<file path="src/rtl/ulpi_phy_emu.sv">
// PHY-side ULPI endpoint: answers link TX CMDs, holds the PHY register file, injects RX CMDs and RX packets.
// Optional ULPI_PHY_THROTTLE_EN: LFSR-driven nxt wait cycles during TRANSMIT data.
module ulpi_phy_emu #(
  parameter int         REG_COUNT    = 16,
  parameter logic [7:0] FUNC_CTRL_RV = 8'h41
) (
  input  logic       clk,
  input  logic       reset,
  input  logic [7:0] ulpi_data_in,
  output logic [7:0] ulpi_data_out,
  output logic       ulpi_data_oe,
  output logic       ulpi_dir,
  output logic       ulpi_nxt,
  input  logic       ulpi_stp,
  input  logic [7:0] rxcmd_data,
  input  logic       rxcmd_valid,
  output logic       rxcmd_ready,
  input  logic [7:0] rx_data,
  input  logic       rx_valid,
  input  logic       rx_last,
  output logic       rx_ready,
  output logic [7:0] tx_data,
  output logic       tx_valid,
  output logic [3:0] tx_pid,
  output logic       tx_sop,
  output logic       tx_eop,
  input  logic [5:0] reg_dbg_addr,
  output logic [7:0] reg_dbg_data
);

  typedef enum logic [3:0] {
    S_IDLE, S_CMD_ACK, S_TX_DATA, S_REGW_DATA, S_REGW_STP, S_REGR_TURN, S_REGR_DATA,
    S_RXC_TURN, S_RXC_DATA, S_RX_TURN, S_RX_DATA, S_TURNBACK
  } state_t;

  state_t     state_q, state_d;
  logic [5:0] addr_q, addr_d;
  logic [7:0] wdata_q, wdata_d;
  logic [3:0] pid_q, pid_d;
  logic [7:0] last_rxcmd_q, last_rxcmd_d;
  logic [7:0] tx_data_q, tx_data_d;
  logic       tx_valid_q, tx_valid_d;
  logic       tx_sop_q, tx_sop_d;
  logic       tx_eop_q, tx_eop_d;
  logic       reg_we;
  logic       tx_nxt;
  logic [7:0] reg_rd_data;
  logic [7:0] regs_q [64];

`ifdef ULPI_PHY_THROTTLE_EN
  logic [15:0] lfsr_q;

  always_ff @(posedge clk) begin
    if (reset) lfsr_q <= 16'hACE1;
    else       lfsr_q <= {lfsr_q[0] ^ lfsr_q[2] ^ lfsr_q[3] ^ lfsr_q[5], lfsr_q[15:1]};
  end

  assign tx_nxt = lfsr_q[0];
`else
  assign tx_nxt = 1'b1;
`endif

  // Only the lowest REG_COUNT entries are ever written; the rest stay at zero and read back as zero.
  assign reg_rd_data  = (int'(addr_q) < REG_COUNT) ? regs_q[addr_q] : 8'h00;
  assign reg_dbg_data = (int'(reg_dbg_addr) < REG_COUNT) ? regs_q[reg_dbg_addr] : 8'h00;

  assign tx_data  = tx_data_q;
  assign tx_valid = tx_valid_q;
  assign tx_pid   = pid_q;
  assign tx_sop   = tx_sop_q;
  assign tx_eop   = tx_eop_q;

  always_comb begin
    state_d       = state_q;
    addr_d        = addr_q;
    wdata_d       = wdata_q;
    pid_d         = pid_q;
    last_rxcmd_d  = last_rxcmd_q;
    tx_data_d     = tx_data_q;
    tx_valid_d    = 1'b0;
    tx_sop_d      = 1'b0;
    tx_eop_d      = 1'b0;
    reg_we        = 1'b0;
    ulpi_dir      = 1'b0;
    ulpi_nxt      = 1'b0;
    ulpi_data_oe  = 1'b0;
    ulpi_data_out = 8'h00;
    rxcmd_ready   = 1'b0;
    rx_ready      = 1'b0;
    case (state_q)
      S_IDLE: begin
        // PHY-originated traffic wins; the link backs off when it sees dir rise.
        if (rx_valid)                                  state_d = S_RX_TURN;
        else if (rxcmd_valid)                          state_d = S_RXC_TURN;
        else if (ulpi_data_in[7:6] != 2'b00 && !ulpi_stp) state_d = S_CMD_ACK;
      end
      S_CMD_ACK: begin
        ulpi_nxt = 1'b1;
        addr_d   = ulpi_data_in[5:0];
        case (ulpi_data_in[7:6])
          2'b01:   begin state_d = S_TX_DATA; tx_sop_d = 1'b1; pid_d = ulpi_data_in[3:0]; end
          2'b10:   state_d = S_REGW_DATA;
          2'b11:   state_d = S_REGR_TURN;
          default: state_d = S_IDLE;
        endcase
      end
      S_TX_DATA: begin
        ulpi_nxt = tx_nxt;
        if (ulpi_stp) begin
          tx_eop_d = 1'b1;
          state_d  = S_IDLE;
        end else if (tx_nxt) begin
          tx_data_d  = ulpi_data_in;
          tx_valid_d = 1'b1;
        end
      end
      S_REGW_DATA: begin
        ulpi_nxt = 1'b1;
        wdata_d  = ulpi_data_in;
        state_d  = S_REGW_STP;
      end
      S_REGW_STP: begin
        if (ulpi_stp) begin
          reg_we  = (int'(addr_q) < REG_COUNT) && (addr_q != 6'h2F);
          state_d = S_IDLE;
        end
      end
      S_REGR_TURN: begin
        ulpi_dir = 1'b1;
        state_d  = S_REGR_DATA;
      end
      S_REGR_DATA: begin
        ulpi_dir      = 1'b1;
        ulpi_data_oe  = 1'b1;
        ulpi_data_out = reg_rd_data;
        state_d       = S_TURNBACK;
      end
      S_RXC_TURN: begin
        ulpi_dir = 1'b1;
        state_d  = S_RXC_DATA;
      end
      S_RXC_DATA: begin
        ulpi_dir      = 1'b1;
        ulpi_data_oe  = 1'b1;
        ulpi_data_out = rxcmd_data;
        rxcmd_ready   = 1'b1;
        last_rxcmd_d  = rxcmd_data;
        state_d       = S_TURNBACK;
      end
      S_RX_TURN: begin
        ulpi_dir = 1'b1;
        ulpi_nxt = 1'b1;
        state_d  = S_RX_DATA;
      end
      S_RX_DATA: begin
        ulpi_dir     = 1'b1;
        ulpi_data_oe = 1'b1;
        if (rx_valid) begin
          ulpi_nxt      = 1'b1;
          ulpi_data_out = rx_data;
          rx_ready      = 1'b1;
          if (rx_last) state_d = S_TURNBACK;
        end else begin
          ulpi_data_out = last_rxcmd_q;
        end
      end
      S_TURNBACK: state_d = S_IDLE;
      default:    state_d = S_IDLE;
    endcase
  end

  always_ff @(posedge clk) begin
    if (reset) begin
      state_q      <= S_IDLE;
      addr_q       <= 6'h00;
      wdata_q      <= 8'h00;
      pid_q        <= 4'h0;
      last_rxcmd_q <= 8'h00;
      tx_data_q    <= 8'h00;
      tx_valid_q   <= 1'b0;
      tx_sop_q     <= 1'b0;
      tx_eop_q     <= 1'b0;
    end else begin
      state_q      <= state_d;
      addr_q       <= addr_d;
      wdata_q      <= wdata_d;
      pid_q        <= pid_d;
      last_rxcmd_q <= last_rxcmd_d;
      tx_data_q    <= tx_data_d;
      tx_valid_q   <= tx_valid_d;
      tx_sop_q     <= tx_sop_d;
      tx_eop_q     <= tx_eop_d;
    end
  end

  always_ff @(posedge clk) begin
    if (reset) begin
      for (int i = 0; i < 64; i++) regs_q[i] <= (i == 4) ? FUNC_CTRL_RV : 8'h00;
    end else if (reg_we) begin
      regs_q[addr_q] <= wdata_q;
    end
  end

endmodule
</file>
<file path="config.mk">
export PLATFORM = sky130hd
export DESIGN_NAME = ulpi_phy_emu
export DESIGN_NICKNAME = d
export VERILOG_FILES = /design/src/rtl/ulpi_phy_emu.sv
export SDC_FILE = /design/constraint.sdc
export NUM_CORES = 1
export LEC_CHECK = 0
export CORE_MARGIN = 2
export CORE_UTILIZATION = 35
export CTS_CLUSTER_DIAMETER = 100
export DETAILED_ROUTE_END_ITERATION = 10
export PLACE_DENSITY_LB_ADDON = 0.1
export SLEW_MARGIN = 40
export SYNTH_ARGS = -nofsm -noshare
export SYNTH_HDL_FRONTEND = slang
export SYNTH_SLANG_ARGS = --single-unit
</file>
<file path="constraint.sdc">
create_clock -name clk -period 2.5 [get_ports clk]
set_clock_uncertainty 0.05 [all_clocks]
set_input_delay 0.5 -clock clk [delete_from_list [all_inputs] [get_ports clk]]
set_output_delay 0.5 -clock clk [all_outputs]
set_load 0.1 [all_outputs]
</file>
# Yosys cells after proc, flatten, opt, wreduce, memory -nomap -nowiden
# Memory sizes are Yosys's and may differ from the RTL's. A register that Yosys moved wholly into a read port is not among the register bits.
# Cells that the tools add are included.
# totals
n_memories,1
rom_bits,0
ff_bits,41
out_inout_bits,36
input_bits,36
elab_cells,82
latch_bits,0
ram_bits,512
# memory_table
memory,words,width,rd,rd_ports_with_merged_regs,wr,line,rtl
regs_q,64,8,2,1,64,48,logic [7:0] regs_q [64];
# classes
n_reduce_logical,16
order_cmp,2
n_div,0
bitwise,3
add_sub_neg,0
n_mul,0
n_eq_ne,18
n_shift,0
mux,33
# ops
op,count
one-hot mux 4 bit (9 select lines),1
2-to-1 mux 8 bit,4
2-to-1 mux 4 bit,6
one-hot mux 8 bit (3 select lines),1
2-to-1 mux 6 bit,3
"== test 4 x 3 -> 1 bit, second input constant",4
2-to-1 mux 1 bit,16
"== test 4 bit, second input constant",3
"less-than comparator 6 x 5 -> 1 bit, second input constant",2
one-hot mux 3 bit (3 select lines),1
"== test 4 x 2 -> 1 bit, second input constant",2
OR reduction 2 bit,4
OR reduction 8 bit,1
"!= test 6 bit, second input constant",1
OR reduction 6 bit,1
"== test 2 bit, second input constant",2
"== test 4 x 1 -> 1 bit, second input constant",1
logical NOT 4 bit,1
"!= test 2 bit, second input constant",2
"!= test 4 bit, second input constant",1
AND reduction 2 bit,2
AND reduction 4 bit,1
OR reduction 4 bit,1
NOT 1 bit,3
7 further kinds,8

# Depth between registers and ports, before layout
# Gate-level depths: netlist of the first run.
# logic_depth
depth_word,9
ltp_mapped,9
ltp_nobuf,7

# Least setup slack after synthesis of the first run
# Ideal clock, no wire load.
# synth_path
path_type,register to output
from,register (tool-made name)
to,output ulpi_data_out[2]
path_buffers,4
setup_slack_ns,-1.668
stages_incl_launch_ff,8
arrival_time_ns,3.618
cell_sequence,dfxtp_1 -> buf_2 -> buf_6 -> buf_4 -> buf_4 -> mux2i_1 -> mux4_2 -> o21ai_0
# synth_lines
item,line,rtl
to (decl),10,"output logic [7:0] ulpi_data_out,"

==> results of run 1 <==
layer usage:
metal / wire [um] / global-route usage
met5: 0 / 0
met4: 1280 / 0.0435
met3: 2000 / 0.0290
met2: 27900 / 0.278
met1: 24200 / 0.215
layout make-up:
type	instances	area [sq um]
fillers	5890	35700
inverters	5	20.0
clock buffers	86	1830
well taps	873	1090
multi-input cells	1019	8750
repair buffers	300	3180
flip-flops and latches	559	16300
clock inverters	32	325
tightest hold or removal path, stage by stage:
cell	delay, ns
buf_8	0.06
nand2b_1	0.18
nor4_1	0.07
flip-flops by register name, indices dropped and copies added (netlist names), named ones only:
register      count
tx_eop            1
last_rxcmd_q      8
tx_sop            1
wdata_q           8
regs_q          512
tx_data           8
state_q           4
tx_pid            4
addr_q            6
tx_valid          1
stage by stage:
step | cell area (sq um) | util
2_1_floorplan | 25600 | -
3_3_place_gp | 28700 | 0.426
3_5_place_dp | 28700 | 0.426
4_1_cts | 31300 | 0.465
5_1_grt | 31500 | 0.469
6_report | 31500 | 0.469
placed cells by master (no fill, tap or decap), types with 3 or more instances in the layout:
master	Yosys	routed
nor2_1	29	27
clkdlybuf4s50_1	0	31
nor3_1	6	5
dfxtp_4	0	3
clkinv_1	1	16
a22oi_1	11	9
clkbuf_16	0	73
inv_1	3	3
edfxtp_1	512	512
nand3_1	7	6
buf_4	12	197
or2_2	21	17
mux2i_1	78	67
mux4_2	174	174
bufinv_16	0	7
nor2_4	2	3
nor2b_4	0	9
ha_1	4	4
o211ai_1	3	3
mux2i_4	0	6
buf_6	4	5
nand2b_1	8	8
and2_1	129	129
buf_8	0	5
conb_1	1	384
mux2i_2	0	5
nand2_1	61	59
dfxtp_1	47	44
o21ai_0	16	11
buf_12	0	51
clkinv_2	0	7
nand3b_1	6	6
buf_16	0	5
a221oi_1	7	4
a21oi_1	40	32
clkbuf_1	81	15
or2_4	1	5
a21oi_2	0	7
o21ai_4	0	5
logic make-up after synthesis:
group / Yosys count
AOI/OAI and AO/OA: 85
adders and majority gates: 4
buffers and inverters: 131
DFF: 559
muxes: 252
other: 1
and+or+nand+nor: 294
path summary, 6_finish.rpt:
kind                                 startpoint               end  slack, ns  cells past startpoint
worst max-delay path                       flop  ulpi_data_out[5]      -0.93                     10
worst min-delay path                      reset            tx_eop       0.22                      3
worst max register to register        addr_q[5]      regs_q[0][0]       0.13                      6
worst min register to register  last_rxcmd_q[3]   last_rxcmd_q[3]       0.40                      2
power by group through the flow:
stage | registers [W] | logic [W] | clock network [W]
floorplan | 0.0115 | 0.00395 | 0
global placement | 0.0115 | 0.00633 | 0
detailed placement | 0.0115 | 0.00633 | 0
CTS | 0.0113 | 0.00676 | 0.00984
global route | 0.0114 | 0.00731 | 0.0102
finish | 0.0113 | 0.00685 | 0.00954
what timing repair did:
item,4_1_cts,5_1_grt
pin swaps,9,8
cloned,4,2
gates resized for setup,35,28
endpoints found under the setup margin,19,56
buffers inserted,16,14
endpoints found under the hold margin,0,0
==> results.md, run 1 <==
* Area Overhead vs Synth at 32.3%
* Hold slack final at between 0.2 and 0.25 ns
* GRT Total Usage at 0.163
* CP Launch Type: flop
* Max clock buf depth at 3
* Worst path cell trace: buf_12, buf_16, buf_12, mux4_2, mux2i_1, buf_4, a221oi_4, a21oi_4, o21ai_4, buf_12
* Post-synth EDFFs at between 500 and 600
* Die Footprint at roughly 70,000 sq um
* Die Height at 265 um
* Main synth FF type: edfxtp_1
* Drt drc at 0
* FFs w/ async S/R, synth at 0
* Critical path's largest stage delay at 0.48 ns
* Vias in the first global route at 13,843
* Buffers and inverters on the worst path at 5
* Syn Area/Cell at 18.0 sq um
* Post-Route WL at around 55,000 um
* Post-route ant nets at 0
* CP required at 1.95 ns
* Synth top area cells: edfxtp_1, mux4_2, dfxtp_1, and2_1, mux2i_1
* Synth Area in Simple Gates at 0.0695
* Critical path's top delay family: buffers and inverters
* Row count at 95
* Initial antenna violation count at 0
* Library cells used by synthesis at 46
* Most frequent cells after synthesis: edfxtp_1, mux4_2, and2_1
* Most common cell in the netlist: edfxtp_1
* Largest area contributor in the netlist: edfxtp_1
* Worst slack, placed at -0.579 ns
* Ports at 72
* Clock Latency Late Sink at roughly 0.6 ns
* Detailed Routing Iterations Pass 1 at 5
* Share of post-route cells with drive strength above 1 at 0.305
* P_int at about 0.02 W
* Final hold viol count at 0
* Mapped Area at 23,800 sq um
* Dpl cells at 2,724
* Sequential cell area fraction in the yosys report at 0.685
* Antenna Cells at 0
* Peak supply drop at 0.469 mV
* Slowest-stage cell, CP: mux4_2
* Status: finished, violations left
* Port Buf Inserts at 71
* CTS tree: built
* Non-filler cells, final at 2,874
* Global route overflow at 0
* Worst-path maximum fanout at 6
* Clk pin slew, worst setup/hold paths at about 0.06 ns
* Fin. max-slew vios at 0
* Sw frac at 0.274
* Placer congestion estimate at 0.853
* Post-CTS Hold Buffers at 0
* DR vias/cell at 4.51
* Slew margin rel. at 0.477
* Fmax at 291 MHz
* Yosys top cell area share at 0.645
* Setup crit end kind: output port
* Max-cap viol count at 0
* RSZ-0062 raised after global routing: true
* Multiplexer share of the synthesized area at 0.197
* Clk sinks at 559
* Final worst slack at -0.933 ns
* Combinational family with the most area after synthesis: multiplexers
* Tcrit/Tclk final at 1.37
* Setup TNS at -10.82 ns
* Crit Path Class: reg -> out
* Ys Warns at 0
* DIE WIDTH at 265 um
* Root Driver: clkbuf_16
* Final count of negative-setup-slack endpoints at 16
* #FFs+latches synth at ~560
* Total CTS buffers at 66
* Largest net degree at the start of global routing at 166
* Sequential share of power at 0.409
* Area share of fa/ha/maj cells after synthesis at 0.00210
* Vias at 12,956
* Synth Area in Compound Gates at 0.0213
* Layout Nets at 1,991
* Clock Power Share at 0.344
* First-pass GRT wire length at 85,200 um
* Synth Instances at 1,326
* Top cell by count, worst path: buf_12
* Post-DP HPWL at approximately 38,000 um
* Hold WC Path Type: in -> reg
* Comb pwr share at 0.247
* Tot Pwr at 0.0277 W
* DR WL/cell at roughly 19 um
* Arrival @ worst endpoint at 2.88 ns
* CTS HTree Levels at 3
* 1st-iter DRT viols at about 860
* Synth Area in XOR/XNOR at 0
* Violated checks: setup timing
* Core area at 67,300 sq um
* Worst Max-Slew Pin Slew at 0.784 ns
* Net Sw Power at about 0.0076 W
* Final min period at 3.43 ns
* Initial Utilization at 0.354
* P_leak at 11.6 nW
* P per Cell Area at just under 900 nW/um^2
Power figures use the tool's default switching activity.
==> run 2: changes to the inputs <==
Settings changed: CTS_CLUSTER_SIZE set to 8, SKIP_LAST_GASP set to 1.
==> results.md, run 2 (same netlist as run 1, synthesis figures left out) <==
* Ports at 72
* P per Cell Area at 883 nW/um^2
* Worst reg2reg path depth at 8
* Status: finished, violations left
* Post-route ant nets at 0
* Final worst slack at -0.954 ns
* Critical path's top delay family: multiplexers
* Hold slack final at 0.213 ns
* Initial Utilization at 0.354
* Final count of negative-setup-slack endpoints at 16
* Vias in the first global route at 13,905
* Comb pwr share at 0.245
* Die Height at ~260 um
* Port Buf Inserts at 71
* Sequential share of power at 0.408
* Area occupied by multi-input gates at 8720 sq um
* Slowest-stage cell, CP: mux4_2
* CP required at 1.95 ns
* 1st-iter DRT viols at 925
* Worst R2R Setup Slack at around 0.14 ns
* Final hold viol count at 0
* DR WL/cell at 19.6 um
* Clk pin slew, worst setup/hold paths at 0.06 ns
* RSZ-0062 raised after global routing: true
* Die Footprint at 70,200 sq um
* Tcrit/Tclk final at 1.38
* CTS tree: built
* Top cell by count, worst path: buf_12
* Worst path cell trace: buf_12, buf_4, buf_12, buf_16, mux4_2, mux2i_1, mux4_2, o21ai_4, buf_12
* Utilization after layout at 0.468
* GRT Total Usage at 0.164
* Non-filler cells, final at 2,870
* Slew margin rel. at 0.476
* Buffers and inverters on the worst path at 5
* Root Driver: clkbuf_16
* DIE WIDTH at roughly 260 um
* Detailed Routing Iterations Pass 1 at 6
* Largest net degree at the start of global routing at 166
* Post-DP HPWL at 37,800 um
* Violated checks: setup timing
* Fmax at 290 MHz
* Final min period at 3.45 ns
* Share of post-route cells with drive strength above 1 at 0.300
* Vias at ~13,000
* Placer congestion estimate at 0.853
* Hold Crit Depth at 3
* Arrival @ worst endpoint at 2.90 ns
* First-pass GRT wire length at 85,900 um
* Sw frac at 0.276
* Global route overflow at 0
* Row count at 95
* Drt drc at 0
* Metal2 WL at 28,400 um
* Fin. max-slew vios at 0
* Area Overhead vs Synth at 32.3%
* Net Sw Power at 0.00768 W
* Post-Route WL at 56,300 um
* Max-cap viol count at 0
* P_leak at 11.6 nW
* P_int at 0.0201 W
* Max clock buf depth at 3
* Dpl cells at about 2,700
* Hold WC Path Type: in -> reg
* Clk sinks at approximately 560
* Commonest non-fill, non-tap cell in the layout: edfxtp_1
* CTS HTree Levels at 3
* DR top layer: met4
* Reg with most FFs: regs_q
* CP Launch Type: flop
* Metal3 WL at 2460 um
* Peak supply drop at roughly 0.46 mV
* Most frequent cells in the layout: edfxtp_1, conb_1, buf_4
* Clock Latency Late Sink at roughly 0.60 ns
* Setup crit end kind: output port
* Core area at 67,300 sq um
* Layout Nets at 2,001
* Worst Max-Slew Pin Slew at 0.784 ns
* Critical path's largest stage delay at roughly 0.52 ns
* CP Depth at 9
* Total CTS buffers at 79
* Reg area at 16,300 sq um
* Fillers at 5,908
* Max reg flops at 512
* DR vias/cell at around 4.5
* Clock Power Share at 0.346
* WL met1 at 24,200 um
* Worst-path maximum fanout at 10
* Crit Path Class: reg -> out
* Initial antenna violation count at 0
-- run 2: final timing paths --
kind                      end             from
max          ulpi_data_out[2]             flop
min                    tx_eop            reset
max reg2reg     regs_q[10][0]        addr_q[5]
min reg2reg   last_rxcmd_q[3]  last_rxcmd_q[3]
-- run 2: per-layer routing --
layer	track usage	vias up
met5	0	-
met4	0.0435	0
met3	0.0313	94
met2	0.280	259
met1	0.216	6580
li1	-	6098
-- run 2: worst reg2reg max path, stage by stage, from the launching register on --
cell and delay [ns]:
dfxtp_1 0.30, or2_2 0.31, buf_4 0.15, nor4_4 0.33, buf_4 0.18, nand3b_1 0.17, nor2_1 0.24, or2_2 0.19
buf_12 0.14
-- run 2: final cells by class --
cell class / count / area share
clock buffer: 113 / 0.0681
tap: 873 / 0.0347
sequential: 559 / 0.518
timing repair buffer: 297 / 0.101
antenna: 1 / 0.0000794
inverter: 5 / 0.000635
clock inverter: 3 / 0.00119
multi-input combinational: 1019 / 0.277
-- run 2: power by group through the flow --
stage / sequential (W) / combinational (W) / clock (W)
after global placement: 0.0115 / 0.00633 / 0
final: 0.0114 / 0.00682 / 0.00964
after floorplan: 0.0115 / 0.00395 / 0
after global routing: 0.0114 / 0.00727 / 0.0103
after detailed placement: 0.0115 / 0.00633 / 0
after CTS: 0.0114 / 0.00677 / 0.00997
-- run 2: repair_timing --
action | CTS | global route
endpoints found under the setup margin | 19 | 56
hold buffers | 0 | 0
pin swaps | 9 | 7
gates resized for setup | 36 | 21
buffers inserted | 17 | 9
cloned | 4 | 2
-- run 2: metrics by stage --
| stage | total power [W] | cell area, sq um | TNS (ns) | setup slack, ns |
|---|---|---|---|---|
| global placement | 0.0178 | 28700 | -17.55 | -0.568 |
| CTS | 0.0281 | 31300 | -12.12 | -1.03 |
| floorplan | 0.0155 | 25600 | -0.743 | -0.324 |
| global route | 0.0291 | 31500 | -12.75 | -1.08 |
| detailed placement | 0.0179 | 28700 | -19.30 | -0.579 |
| finish | 0.0278 | 31500 | -11.27 | -0.954 |
==> RTL edit: new RTL, config.mk and constraints of run 1 <==
Put a register stage on the output `reg_dbg_data`. The value now appears one clock later. The other outputs are not delayed to match.
--- a/src/rtl/ulpi_phy_emu.sv
+++ b/src/rtl/ulpi_phy_emu.sv
@@ -62,7 +62,9 @@
 
   // Only the lowest REG_COUNT entries are ever written; the rest stay at zero and read back as zero.
   assign reg_rd_data  = (int'(addr_q) < REG_COUNT) ? regs_q[addr_q] : 8'h00;
-  assign reg_dbg_data = (int'(reg_dbg_addr) < REG_COUNT) ? regs_q[reg_dbg_addr] : 8'h00;
+  always_ff @(posedge clk) begin
+    reg_dbg_data <= (int'(reg_dbg_addr) < REG_COUNT) ? regs_q[reg_dbg_addr] : 8'h00;
+  end
 
   assign tx_data  = tx_data_q;
   assign tx_valid = tx_valid_q;
Function: not settled (the Yosys comparison gave no result); the edit may change what the design does.
==> RTL edit against run 1 <==
  * The flow still finishes with violations (setup timing)
  * Final area is 0.85% lower
  * Via count is 0.64% higher
  * Synthesized area is 1.2% higher
  * Sequential share of layout area is 0.97 points higher
  * Sequential cell count is 8 higher
  * Total power is 3.6% lower
  * Setup slack better by 0.0040 ns
  * Wire length is 0.31% higher
  * Critical endpoint is now ulpi_data_out[7]
  * Largest cell class unchanged
==> RTL edit: results <==
[outcome]
status = "finished, violations left"
violations = "setup timing"

[final_layout]
fillers = 6008
nNetsFinal = 1983

[sta]
setup_viol = 8
hold_ws_ns = 0.402
slew_headroom_pct = 51.9
worst_slack_ns = -0.929

[route]
viasPerCell = 4.54
first_iter_violations = 847
drt-total-wl_um = 55600

[power]
vdd_drop_max_uv = 546
leakagePower_nw = 11.4
sw_frac_of_total_pct = 27.7

[global_route]
grt_pass1_vias = 13800
grt_first_pass_wirelength_um = 84600
grt.total_usage_pct = 16.1

[yosys]
ys_types = 54
netlist_instances = 1374
synthTopCellsByArea = "edfxtp_1, mux4_2, dfxtp_1"
yosysSeqAreaShare_pct = 68.3

[min_path]
hold_end = "last_rxcmd_q[1]$_SDFFE_PP0N_"
hold_class = "reg -> reg"
hp-start = "last_rxcmd_q[1]$_SDFFE_PP0N_"
holdPathStages = 2

[setup_path]
crit_fanout = 10
reg2reg_to = "regs_q[1][5]$_SDFFCE_PN0P_"
r2r_cells = 8
rrSetupSlack_ns = 0.21

[placement]
hpwl_um = 36900
## RTL edit: cell types whose count changed in the layout (fill, tap and decap cells not counted), moves of 11 or more
cell and change:
buf_12 +14, nor2_1 +13, mux2_2 +13, buf_4 -63, mux4_2 -12, nor2b_1 +11
## RTL edit: how the worst max path moves through the flow
stage / startpoint / to / slack (ns)
after global placement: register / ulpi_data_out[7] / -0.45
after detailed placement: register / ulpi_data_out[0] / -0.44
after global routing: register / ulpi_data_out[7] / -1.02
final: register / ulpi_data_out[7] / -0.93
after CTS: register / ulpi_data_out[7] / -0.99
after floorplan: register / ulpi_data_out[7] / -0.50
## RTL edit: logic make-up after synthesis
| group | count (synthesis) | synth area share [%] |
|---|---|---|
| fa+ha+maj | 5 | 0.259 |
| simple gates | 322 | 7.43 |
| mux | 257 | 19.1 |
| flops | 567 | 68.3 |
| buf+inv | 139 | 2.54 |
| other cells | 1 | 0.0155 |
| compound gates | 83 | 2.30 |
## RTL edit: final cells by class
class	count	area, um^2	share of cell area [%]
flip-flops and latches	567	16500	52.7
clock inverters	29	226	0.724
multi-input cells	1051	8740	28.0
well taps	882	1100	3.53
inverters	5	23.8	0.0760
clock buffers	89	1790	5.73
repair buffers	251	2890	9.25
## RTL edit: layer usage
| layer | vias to the layer above | GRT usage, % |
|---|---|---|
| met3 | 84 | 2.82 |
| met4 | 0 | 5.74 |
| li1 | 6127 | - |
| met1 | 6581 | 21.9 |
| met2 | 247 | 26.2 |
| met5 | - | 0 |
## RTL edit: power groups by stage
stage,Sequential (mW),Clock (mW),Combinational (mW)
5_1_grt,11.5,9.69,6.66
6_report,11.4,9.05,6.24
3_5_place_dp,11.6,0,5.81
2_1_floorplan,11.6,0,3.56
4_1_cts,11.4,9.37,6.19
3_3_place_gp,11.6,0,5.81
## RTL edit: metrics by stage
step / worst slack (ns) / cell area, um^2 / TNS, ns
floorplan: -0.498 / 25700 / -3.74
CTS: -0.986 / 31100 / -7.30
detailed placement: -0.438 / 28700 / -10.91
finish: -0.929 / 31300 / -6.74
global route: -1.02 / 31300 / -7.67
global placement: -0.446 / 28700 / -10.17
## RTL edit: worst max-delay path: cells and delay by family (launching register included)
| family | cells | cell delay [ns] |
|---|---|---|
| simple gates | 2 | 0.41 |
| buf+inv | 3 | 0.59 |
| mux | 2 | 0.76 |
| compound gates | 1 | 0.07 |
| flops | 1 | 0.44 |
## RTL edit: what timing repair did
action,4_1_cts,5_1_grt
cloned,1,1
setup endpoints to repair,9,10
gates resized for setup,47,17
pin swaps,13,10
buffers inserted,16,9
hold endpoints to repair,0,0
